--- src/rtl/mic_pkg.sv ---
// rtl/mic_pkg.sv - shared types and constants for the mic frequency scheduler
package mic_pkg;

    localparam int CH_IDX_W          = 2;
    localparam int DEF_GATE_CYCLES   = 100_000_000;
    localparam int DEF_SETTLE_CYCLES = 1_000;

    typedef enum logic [2:0] {
        ST_IDLE,
        ST_SELECT,
        ST_SETTLE,
        ST_GATE,
        ST_REPORT
    } state_e;

endpackage

--- src/rtl/mic_edge_sync.sv ---
// rtl/mic_edge_sync.sv - 2-FF synchronizer plus one-cycle falling-edge pulse for one mic pin
module mic_edge_sync (
    input  logic clk,
    input  logic rst,
    input  logic pin_i,
    output logic fall_o
);

    logic meta_q;
    logic sync_q;
    logic prev_q;

    // Flops clear to 0 so a pin that is already high at reset release reads as a rise, never a fall.
    always_ff @(posedge clk) begin
        if (rst) begin
            meta_q <= 1'b0;
            sync_q <= 1'b0;
            prev_q <= 1'b0;
        end else begin
            meta_q <= pin_i;
            sync_q <= meta_q;
            prev_q <= sync_q;
        end
    end

    assign fall_o = prev_q & ~sync_q;

endmodule

--- src/rtl/mic_freq_scheduler.sv ---
// rtl/mic_freq_scheduler.sv - round-robin gated falling-edge counter shared by NUM_CH mic inputs
// Optional in-band flag built only when MIC_FREQ_BAND_EN is defined.
module mic_freq_scheduler
    import mic_pkg::*;
#(
    parameter int NUM_CH        = 3,
    parameter int HZ_W          = 10,
    parameter int GATE_CYCLES   = DEF_GATE_CYCLES,
    parameter int SETTLE_CYCLES = DEF_SETTLE_CYCLES
`ifdef MIC_FREQ_BAND_EN
    ,
    parameter int BAND_LO       = 400,
    parameter int BAND_HI       = 600
`endif
) (
    input  logic                clk,
    input  logic                rst,
    input  logic [NUM_CH-1:0]   mic_in,
    input  logic                enable,
    input  logic [NUM_CH-1:0]   ch_mask,
    output logic [HZ_W-1:0]     hz_out,
    output logic [CH_IDX_W-1:0] hz_ch,
    output logic                hz_ovf,
    output logic                hz_valid,
    input  logic                hz_ready,
    output logic                in_band,
    output logic                busy
);

    localparam int TMR_MAX = (GATE_CYCLES > SETTLE_CYCLES) ? GATE_CYCLES : SETTLE_CYCLES;
    localparam int TMR_W   = (TMR_MAX > 1) ? $clog2(TMR_MAX) : 1;
    localparam logic [TMR_W-1:0] GATE_LOAD   = TMR_W'(GATE_CYCLES - 1);
    localparam logic [TMR_W-1:0] SETTLE_LOAD = TMR_W'(SETTLE_CYCLES - 1);
    localparam logic [HZ_W-1:0]  CNT_MAX     = '1;

    logic [NUM_CH-1:0] fall;

    for (genvar g = 0; g < NUM_CH; g++) begin : g_sync
        mic_edge_sync u_sync (
            .clk    (clk),
            .rst    (rst),
            .pin_i  (mic_in[g]),
            .fall_o (fall[g])
        );
    end

    state_e              state_q,   state_d;
    logic [CH_IDX_W-1:0] rr_q,      rr_d;
    logic [CH_IDX_W-1:0] cur_ch_q,  cur_ch_d;
    logic [TMR_W-1:0]    timer_q,   timer_d;
    logic [HZ_W-1:0]     count_q,   count_d;
    logic                ovf_q,     ovf_d;
    logic [HZ_W-1:0]     hz_out_q,  hz_out_d;
    logic [CH_IDX_W-1:0] hz_ch_q,   hz_ch_d;
    logic                hz_ovf_q,  hz_ovf_d;

    logic [CH_IDX_W-1:0] sel_hi, sel_lo, sel_ch, rr_next;
    logic                hit_hi, hit_lo;
    logic                cur_pulse;
    logic [HZ_W-1:0]     cnt_fin;
    logic                ovf_fin;

    // Lowest masked-in channel at or above rr, else the lowest one overall (wrap).
    always_comb begin
        sel_hi = '0;
        sel_lo = '0;
        hit_hi = 1'b0;
        hit_lo = 1'b0;
        for (int c = NUM_CH - 1; c >= 0; c--) begin
            if (ch_mask[c]) begin
                sel_lo = CH_IDX_W'(c);
                hit_lo = 1'b1;
                if (CH_IDX_W'(c) >= rr_q) begin
                    sel_hi = CH_IDX_W'(c);
                    hit_hi = 1'b1;
                end
            end
        end
        sel_ch  = hit_hi ? sel_hi : sel_lo;
        rr_next = (cur_ch_q == CH_IDX_W'(NUM_CH - 1)) ? '0 : cur_ch_q + 1'b1;
    end

    always_comb begin
        cur_pulse = 1'b0;
        for (int c = 0; c < NUM_CH; c++) begin
            if (cur_ch_q == CH_IDX_W'(c)) begin
                cur_pulse = fall[c];
            end
        end
        cnt_fin = count_q;
        ovf_fin = ovf_q;
        if (cur_pulse) begin
            if (count_q == CNT_MAX) begin
                ovf_fin = 1'b1;
            end else begin
                cnt_fin = count_q + 1'b1;
            end
        end
    end

`ifdef MIC_FREQ_BAND_EN
    logic in_band_q, in_band_d;
    logic band_hit;

    always_comb begin
        band_hit = !ovf_fin && (int'(cnt_fin) >= BAND_LO) && (int'(cnt_fin) <= BAND_HI);
    end
`endif

    always_comb begin
        state_d  = state_q;
        rr_d     = rr_q;
        cur_ch_d = cur_ch_q;
        timer_d  = timer_q;
        count_d  = count_q;
        ovf_d    = ovf_q;
        hz_out_d = hz_out_q;
        hz_ch_d  = hz_ch_q;
        hz_ovf_d = hz_ovf_q;
`ifdef MIC_FREQ_BAND_EN
        in_band_d = in_band_q;
`endif
        case (state_q)
            ST_IDLE: begin
                if (enable && (|ch_mask)) begin
                    state_d = ST_SELECT;
                end
            end
            ST_SELECT: begin
                if (!enable || !hit_lo) begin
                    state_d = ST_IDLE;
                end else begin
                    cur_ch_d = sel_ch;
                    count_d  = '0;
                    ovf_d    = 1'b0;
                    timer_d  = SETTLE_LOAD;
                    state_d  = ST_SETTLE;
                end
            end
            ST_SETTLE: begin
                if (!enable) begin
                    state_d = ST_IDLE;
                end else if (timer_q == '0) begin
                    timer_d = GATE_LOAD;
                    state_d = ST_GATE;
                end else begin
                    timer_d = timer_q - 1'b1;
                end
            end
            ST_GATE: begin
                if (!enable) begin
                    state_d = ST_IDLE;
                end else begin
                    count_d = cnt_fin;
                    ovf_d   = ovf_fin;
                    if (timer_q == '0) begin
                        hz_out_d = cnt_fin;
                        hz_ch_d  = cur_ch_q;
                        hz_ovf_d = ovf_fin;
`ifdef MIC_FREQ_BAND_EN
                        in_band_d = band_hit;
`endif
                        state_d  = ST_REPORT;
                    end else begin
                        timer_d = timer_q - 1'b1;
                    end
                end
            end
            ST_REPORT: begin
                if (hz_ready) begin
                    rr_d    = rr_next;
                    state_d = enable ? ST_SELECT : ST_IDLE;
                end
            end
            default: begin
                state_d = ST_IDLE;
            end
        endcase
    end

    always_ff @(posedge clk) begin
        if (rst) begin
            state_q  <= ST_IDLE;
            rr_q     <= '0;
            cur_ch_q <= '0;
            timer_q  <= '0;
            count_q  <= '0;
            ovf_q    <= 1'b0;
            hz_out_q <= '0;
            hz_ch_q  <= '0;
            hz_ovf_q <= 1'b0;
        end else begin
            state_q  <= state_d;
            rr_q     <= rr_d;
            cur_ch_q <= cur_ch_d;
            timer_q  <= timer_d;
            count_q  <= count_d;
            ovf_q    <= ovf_d;
            hz_out_q <= hz_out_d;
            hz_ch_q  <= hz_ch_d;
            hz_ovf_q <= hz_ovf_d;
        end
    end

`ifdef MIC_FREQ_BAND_EN
    always_ff @(posedge clk) begin
        if (rst) begin
            in_band_q <= 1'b0;
        end else begin
            in_band_q <= in_band_d;
        end
    end

    assign in_band = in_band_q;
`else
    assign in_band = 1'b0;
`endif

    assign hz_out   = hz_out_q;
    assign hz_ch    = hz_ch_q;
    assign hz_ovf   = hz_ovf_q;
    assign hz_valid = (state_q == ST_REPORT);
    assign busy     = (state_q != ST_IDLE);

endmodule
--- config.mk ---
export PLATFORM = sky130hd
export DESIGN_NAME = mic_freq_scheduler
export DESIGN_NICKNAME = d
export VERILOG_FILES = /design/src/rtl/mic_pkg.sv /design/src/rtl/mic_edge_sync.sv /design/src/rtl/mic_freq_scheduler.sv
export SDC_FILE = /design/constraint.sdc
export NUM_CORES = 1
export LEC_CHECK = 0
export BUFFER_PORTS_ARGS = -buffer_cell sky130_fd_sc_hd__buf_2
export CAP_MARGIN = 15
export CORE_AREA = 2 2 79 81
export CTS_CLUSTER_SIZE = 25
export DETAILED_ROUTE_END_ITERATION = 8
export DIE_AREA = 0 0 81 83
export GPL_ROUTABILITY_DRIVEN = 0
export GPL_TIMING_DRIVEN = 0
export PLACE_DENSITY_LB_ADDON = 0.15
export SLEW_MARGIN = 30
export SYNTH_ARGS = -nofsm -noshare
export SYNTH_HDL_FRONTEND = slang
export SYNTH_SLANG_ARGS = --single-unit
--- constraint.sdc ---
create_clock -name clk -period 4.79 [get_ports clk]
set_input_delay 0.958 -clock clk [delete_from_list [all_inputs] [get_ports clk]]
set_output_delay 0.958 -clock clk [all_outputs]
set_load 0.1 [all_outputs]
==> results of run 1 <==
==> layer usage <==
layer  track usage, %  vias up
met5                0        -
met4             12.0        0
met2             47.7      225
met3             6.30       25
li1                 -     1747
met1             46.6     1782
==> state kept, by name (all words and copies together), names as in the netlist <==
register	flops
hz_ovf	1
timer_q	27
hz_out	10
g_sync.u_sync.prev_q	3
rr_q	2
cur_ch_q	2
g_sync.u_sync.sync_q	3
count_q	10
hz_ch	2
g_sync.u_sync.meta_q	3
state_q	3
ovf_q	1
==> power by group through the flow <==
stage               registers [mW]  logic, mW  clock network (mW)
floorplan                    0.617      0.359                   0
CTS                          0.608      0.472               0.643
global route                 0.613      0.522               0.670
global placement             0.618      0.455                   0
detailed placement           0.620      0.466                   0
finish                       0.610      0.492               0.647
==> kinds of logic after synthesis <==
logic type	share of synthesized area, %
buffers and inverters	6.07
muxes	1.38
xor gates and xnor gates	0.939
and+or+nand+nor	32.6
AOI/OAI and AO/OA	21.9
other	0.101
adders and majority gates	1.01
DFF	36.0
==> cells in the mapped netlist, types with 12 or more instances <==
cell | number | area [um^2]
clkbuf_1 | 14 | 52.6
inv_1 | 15 | 56.3
dfxtp_1 | 67 | 1340
a21oi_1 | 22 | 110
nand2_1 | 28 | 105
a31oi_1 | 12 | 75.1
or3_1 | 12 | 75.1
nor2b_1 | 16 | 100
nor3_1 | 23 | 115
o21ai_0 | 15 | 75.1
nor2_1 | 33 | 124
nand3_1 | 14 | 70.1
==> layout make-up <==
class                   count  area, um^2
plain buffers              26         170
multi-input cells         330        2170
repair buffers             24         120
flip-flops and latches     67        1340
clock buffers              10         138
fillers                   467        1590
clock inverters             6         136
inverters                  15        56.3
well taps                  75        93.8
==> worst paths after layout <==
kind,end,slack (ns),from
worst max-delay path,hz_out[2],2.06,timer_q[0]
worst min-delay path,hz_ch[1],0.46,hz_ch[1]
worst max register to register,hz_out[2],2.06,timer_q[0]
worst min register to register,hz_ch[1],0.46,hz_ch[1]
==> metrics by stage <==
step / setup WS (ns) / util [%] / hold WS (ns) / total power [mW] / cell area [um^2]
3_3_place_gp: 1.85 / 67.8 / 0.416 / 1.07 / 3940
5_1_grt: 1.89 / 72.6 / 0.465 / 1.81 / 4220
4_1_cts: 2.06 / 72.5 / 0.453 / 1.72 / 4220
3_5_place_dp: 1.80 / 67.8 / 0.436 / 1.09 / 3940
2_1_floorplan: 2.42 / - / 0.414 / 0.976 / 3730
6_report: 2.06 / 72.6 / 0.455 / 1.75 / 4220
==> worst reg2reg max path, delay by kind of cell, from the launching register on <==
family,cells,cell delay [ns]
AND/OR/NAND/NOR,4,1.45
AO/OA/AOI/OAI,1,0.31
flip-flops,1,0.35
buffers and inverters,2,0.35
adder cells (fa/ha/maj),1,0.15
==> results.json, run 1 <==
{
  "cp.required_ns": 5.01,
  "synth_cells": 438,
  "final-setup-viol-count": 0,
  "routedWlPerCell_um": 19.0,
  "io_pins": 26,
  "cts_hold_buf": 0,
  "core_um2": 5820,
  "die_area_um2": 6720,
  "dp_cells": 537,
  "switching_share_pct": 33.4,
  "crit_buf_inv": 2,
  "final_cell_mix": "67 x dfxtp_1, 33 x nor2_1, 30 x buf_2",
  "antenna_found_initial": 0,
  "grt.total_usage_pct": 32.4,
  "dr.pass1.iters": 5,
  "p_leak_nw": 1.53,
  "cp_max_fo": 6,
  "intPower_mw": 1.17,
  "hp-class": "reg2reg",
  "path_cells": "inv_1, ha_1, nor4b_2, nand4_4, or4_1, clkbuf_1, a211oi_1, nor4_1",
  "clkPwrFrac_pct": 37.0,
  "fmax_ghz": 0.367,
  "syn_area_per_cell_um2": 8.52,
  "wl_met1_um": 4690,
  "cap_violations": 0,
  "p_sw_mw": 0.584,
  "layoutNonFillerInstCount": 553,
  "root_buffer": "clkbuf_8",
  "worst_path_max_delay_cell": "nor4b_2",
  "synth.distinct_cells": 67,
  "synth_warnings": 0,
  "slew_headroom_pct": 35.1,
  "timing.final.crit_share_pct": 57.0,
  "hold_violations": 0,
  "cts.path.max_buffers": 2,
  "grt_max_degree": 13,
  "dp_hpwl_um": 7220,
  "cts.sinks": 67,
  "fin_worst_skew_ns": 0.0145,
  "nets": 486,
  "drt_iter0_markers": 580,
  "dr_total_vias": 3779,
  "path_class": "reg2reg",
  "seq_area_frac_synth_pct": 36.0,
  "cts_buffers": 9,
  "tritoncts": "built",
  "arrival_ns": 2.94,
  "report.final.slew_viol_count": 0,
  "p_comb_share_pct": 28.1,
  "whs_path_depth": 2,
  "cts_setup_buffers": 0,
  "area_delta_synth_final_pct": 13.3,
  "critPathCaptureType": "register",
  "grt_overflow": 0,
  "std_cell_rows": 28,
  "start_kind": "register",
  "cts_resized": 0,
  "syn_nets": 451,
  "rr_worst_depth": 8,
  "detail-route-antenna-nets": 0,
  "clkTransAtPathRegs_ns": 0.08,
  "yosys_most_used_dff": "dfxtp_1",
  "start_util_pct": 64.1,
  "tns_ns": 0,
  "insertion_delay_ns": 0.35,
  "routed_wl_um": 10500,
  "async_reset_ff_share_pct": 0,
  "routed-wl-met3_um": 930,
  "die_h_um": 83,
  "slowest_delay_ns": 0.55,
  "powerDensity_nw_per_um2": 414,
  "io_buffers": 24,
  "diodes": 0,
  "worst_ir_drop_vdd_uv": 283,
  "ys_seq_elements": 67,
  "layout_commonest_cell": "dfxtp_1",
  "cp.depth": 8,
  "seq_power_share_pct": 34.9,
  "die_w_um": 81,
  "grt_pass1_vias": 3455,
  "worstMarginPinSlew_ns": 0.961,
  "rsz0062_at_grt": "false",
  "avgViaCountPerCell": 6.83,
  "run_status": "completed",
  "syn_area_um2": 3730,
  "synth_edf_count": 0,
  "fin_crit_ns": 2.73,
  "grt_pass1_wl_um": 17300,
  "routed.top_layer": "met4",
  "drive_gt1_share_pct": 15.7,
  "crit_family": "simple AND/OR/NAND/NOR gates",
  "h-tree-depth": 3,
  "drc": 0,
  "met2RoutedLength_um": 4710
}
No activity file was read; power rests on OpenSTA's default activity.
==> inputs of run 2 (changes only) <==
--- a/config.mk
+++ b/config.mk
@@ -7,10 +7,10 @@
 export LEC_CHECK = 0
 export BUFFER_PORTS_ARGS = -buffer_cell sky130_fd_sc_hd__buf_2
 export CAP_MARGIN = 15
-export CORE_AREA = 2 2 79 81
+export CORE_AREA = 2 2 86 88
 export CTS_CLUSTER_SIZE = 25
 export DETAILED_ROUTE_END_ITERATION = 8
-export DIE_AREA = 0 0 81 83
+export DIE_AREA = 0 0 88 90
 export GPL_ROUTABILITY_DRIVEN = 0
 export GPL_TIMING_DRIVEN = 0
 export PLACE_DENSITY_LB_ADDON = 0.15
==> constraint.sdc (replaced) <==
create_clock -name clk -period 2.3 [get_ports clk]
set_input_delay 0.46 -clock clk [delete_from_list [all_inputs] [get_ports clk]]
set_output_delay 0.46 -clock clk [all_outputs]
set_load 0.1 [all_outputs]
==> run 2 against run 1 <==
Compared with the run above: flip-flop and latch count did not move; largest cell class unchanged; register-to-register slack got worse by 2.0 ns; sequential power rose by 110%; sequential share of layout area fell by 1.4 points; cell count rose by 6.0%; design area rose by 4.9%; worst setup slack got worse by 2.0 ns.
==> results.json, run 2 (synthesis gave the netlist of run 1 again) <==
{
  "fin_worst_skew_ns": 0.0128,
  "powerDensity_nw_per_um2": 791,
  "io_buffers": 24,
  "pre_cts_ws_ns": -0.290,
  "die_area_um2": 7920,
  "fmax_ghz": 0.443,
  "avgViaCountPerCell": 6.30,
  "grt.total_usage_pct": 27.8,
  "p_total_mw": 3.50,
  "cap_violations": 0,
  "drc": 0,
  "place_area_um2": 3970,
  "routedWlPerCell_um": 18.2,
  "timing.final.crit_share_pct": 98.0,
  "hold_violations": 0,
  "path_class": "reg2reg",
  "die_h_um": 90,
  "detail-route-antenna-nets": 0,
  "final-setup-viol-count": 0,
  "run_status": "completed",
  "cts.path.max_buffers": 2,
  "nets": 495,
  "cp_max_fo": 10,
  "final_cell_mix": "64 x dfxtp_1, 31 x nor2_1, 29 x buf_2",
  "slew_headroom_pct": 45.6,
  "core_um2": 7020,
  "final_cell_area_um2": 4430,
  "diodes": 0,
  "report.final.slew_viol_count": 0,
  "largest_reg_flops": 27,
  "insertion_delay_ns": 0.36,
  "grt_pass1_vias": 3521,
  "h-tree-depth": 3,
  "fin_crit_ns": 2.26,
  "setup_ws_ns": 0.0450,
  "grt_overflow": 0,
  "arrival_ns": 2.48,
  "dr.pass1.iters": 4,
  "drt_iter0_markers": 201,
  "critPathCaptureType": "register",
  "regMostFlops": "timer_q",
  "holdWs_ns": 0.299,
  "drive_gt1_share_pct": 22.4,
  "crit_buf_inv": 3,
  "rsz0062_at_grt": "true",
  "worstMarginPinSlew_ns": 0.807,
  "p_leak_nw": 1.61,
  "io_pins": 26,
  "root_buffer": "clkbuf_8",
  "std_cell_rows": 31,
  "worst_path_max_delay_cell": "or4_4",
  "clkTransAtPathRegs_ns": 0.09,
  "slowest_delay_ns": 0.54,
  "die_w_um": 88,
  "path_cells": "or4_4, buf_6, or4_4, buf_6, buf_6, a21oi_1, nor3_1",
  "dr_total_vias": 3692,
  "cts_hold_buf": 0,
  "final_core_util_pct": 63.1,
  "grt_max_degree": 15,
  "area_delta_synth_final_pct": 18.9,
  "grt_pass1_wl_um": 17400,
  "start_kind": "register",
  "dp_hpwl_um": 7320,
  "crit_family": "simple AND/OR/NAND/NOR gates",
  "cts.sinks": 67,
  "worst_ir_drop_vdd_uv": 483,
  "cts_buffers": 9,
  "layout_commonest_cell": "dfxtp_1",
  "antenna_found_initial": 0,
  "start_util_pct": 53.1,
  "routed_wl_um": 10700,
  "hp-class": "in2reg",
  "tritoncts": "built",
  "cp.required_ns": 2.52,
  "worst_path_most_repeated_cell": "buf_6"
}
[run 2: layer usage]
layer / up-vias / wire, um / global-route usage (%)
li1: 1767 / - / -
met5: - / 0 / 0
met4: 0 / 178 / 9.23
met2: 162 / 5160 / 44.9
met3: 20 / 682 / 5.79
met1: 1743 / 4640 / 36.6
[run 2: power by group]
part	internal, mW	switching [mW]	total, mW
registers	1.21	0.0751	1.29
clock network	0.519	0.529	1.05
logic	0.485	0.683	1.17
[run 2: through the flow]
stage	TNS (ns)	cells
3_5_place_dp	-6.75	561
2_1_floorplan	0	438
4_1_cts	0	579
5_1_grt	-0.382	586
6_report	0	586
3_3_place_gp	-5.69	561
[run 2: cell type report]
type,count,area (um^2)
plain buffers,25,183
clock buffers,9,124
clock inverters,7,82.6
fillers,599,2590
inverters,15,56.3
multi-input cells,330,2310
flip-flops and latches,67,1350
well taps,99,124
repair buffers,34,210
[run 2: worst paths after layout]
kind	start	end	slack, ns	cells past startpoint
worst max-delay path	timer_q[4]	timer_q[0]	0.04	7
worst min-delay path	mic_in[2]	g_sync[2].u_sync.meta_q	0.30	2
worst max register to register	timer_q[4]	timer_q[0]	0.04	7
worst min register to register	g_sync[2].u_sync.meta_q	g_sync[2].u_sync.sync_q	0.44	1
[run 2: repair_timing]
item / 4_1_cts / 5_1_grt
pin swaps: 2 / 9
buffers inserted: 2 / 8
setup endpoints to repair: 39 / 45
gates resized for setup: 14 / 31
endpoints found under the hold margin: 0 / 0
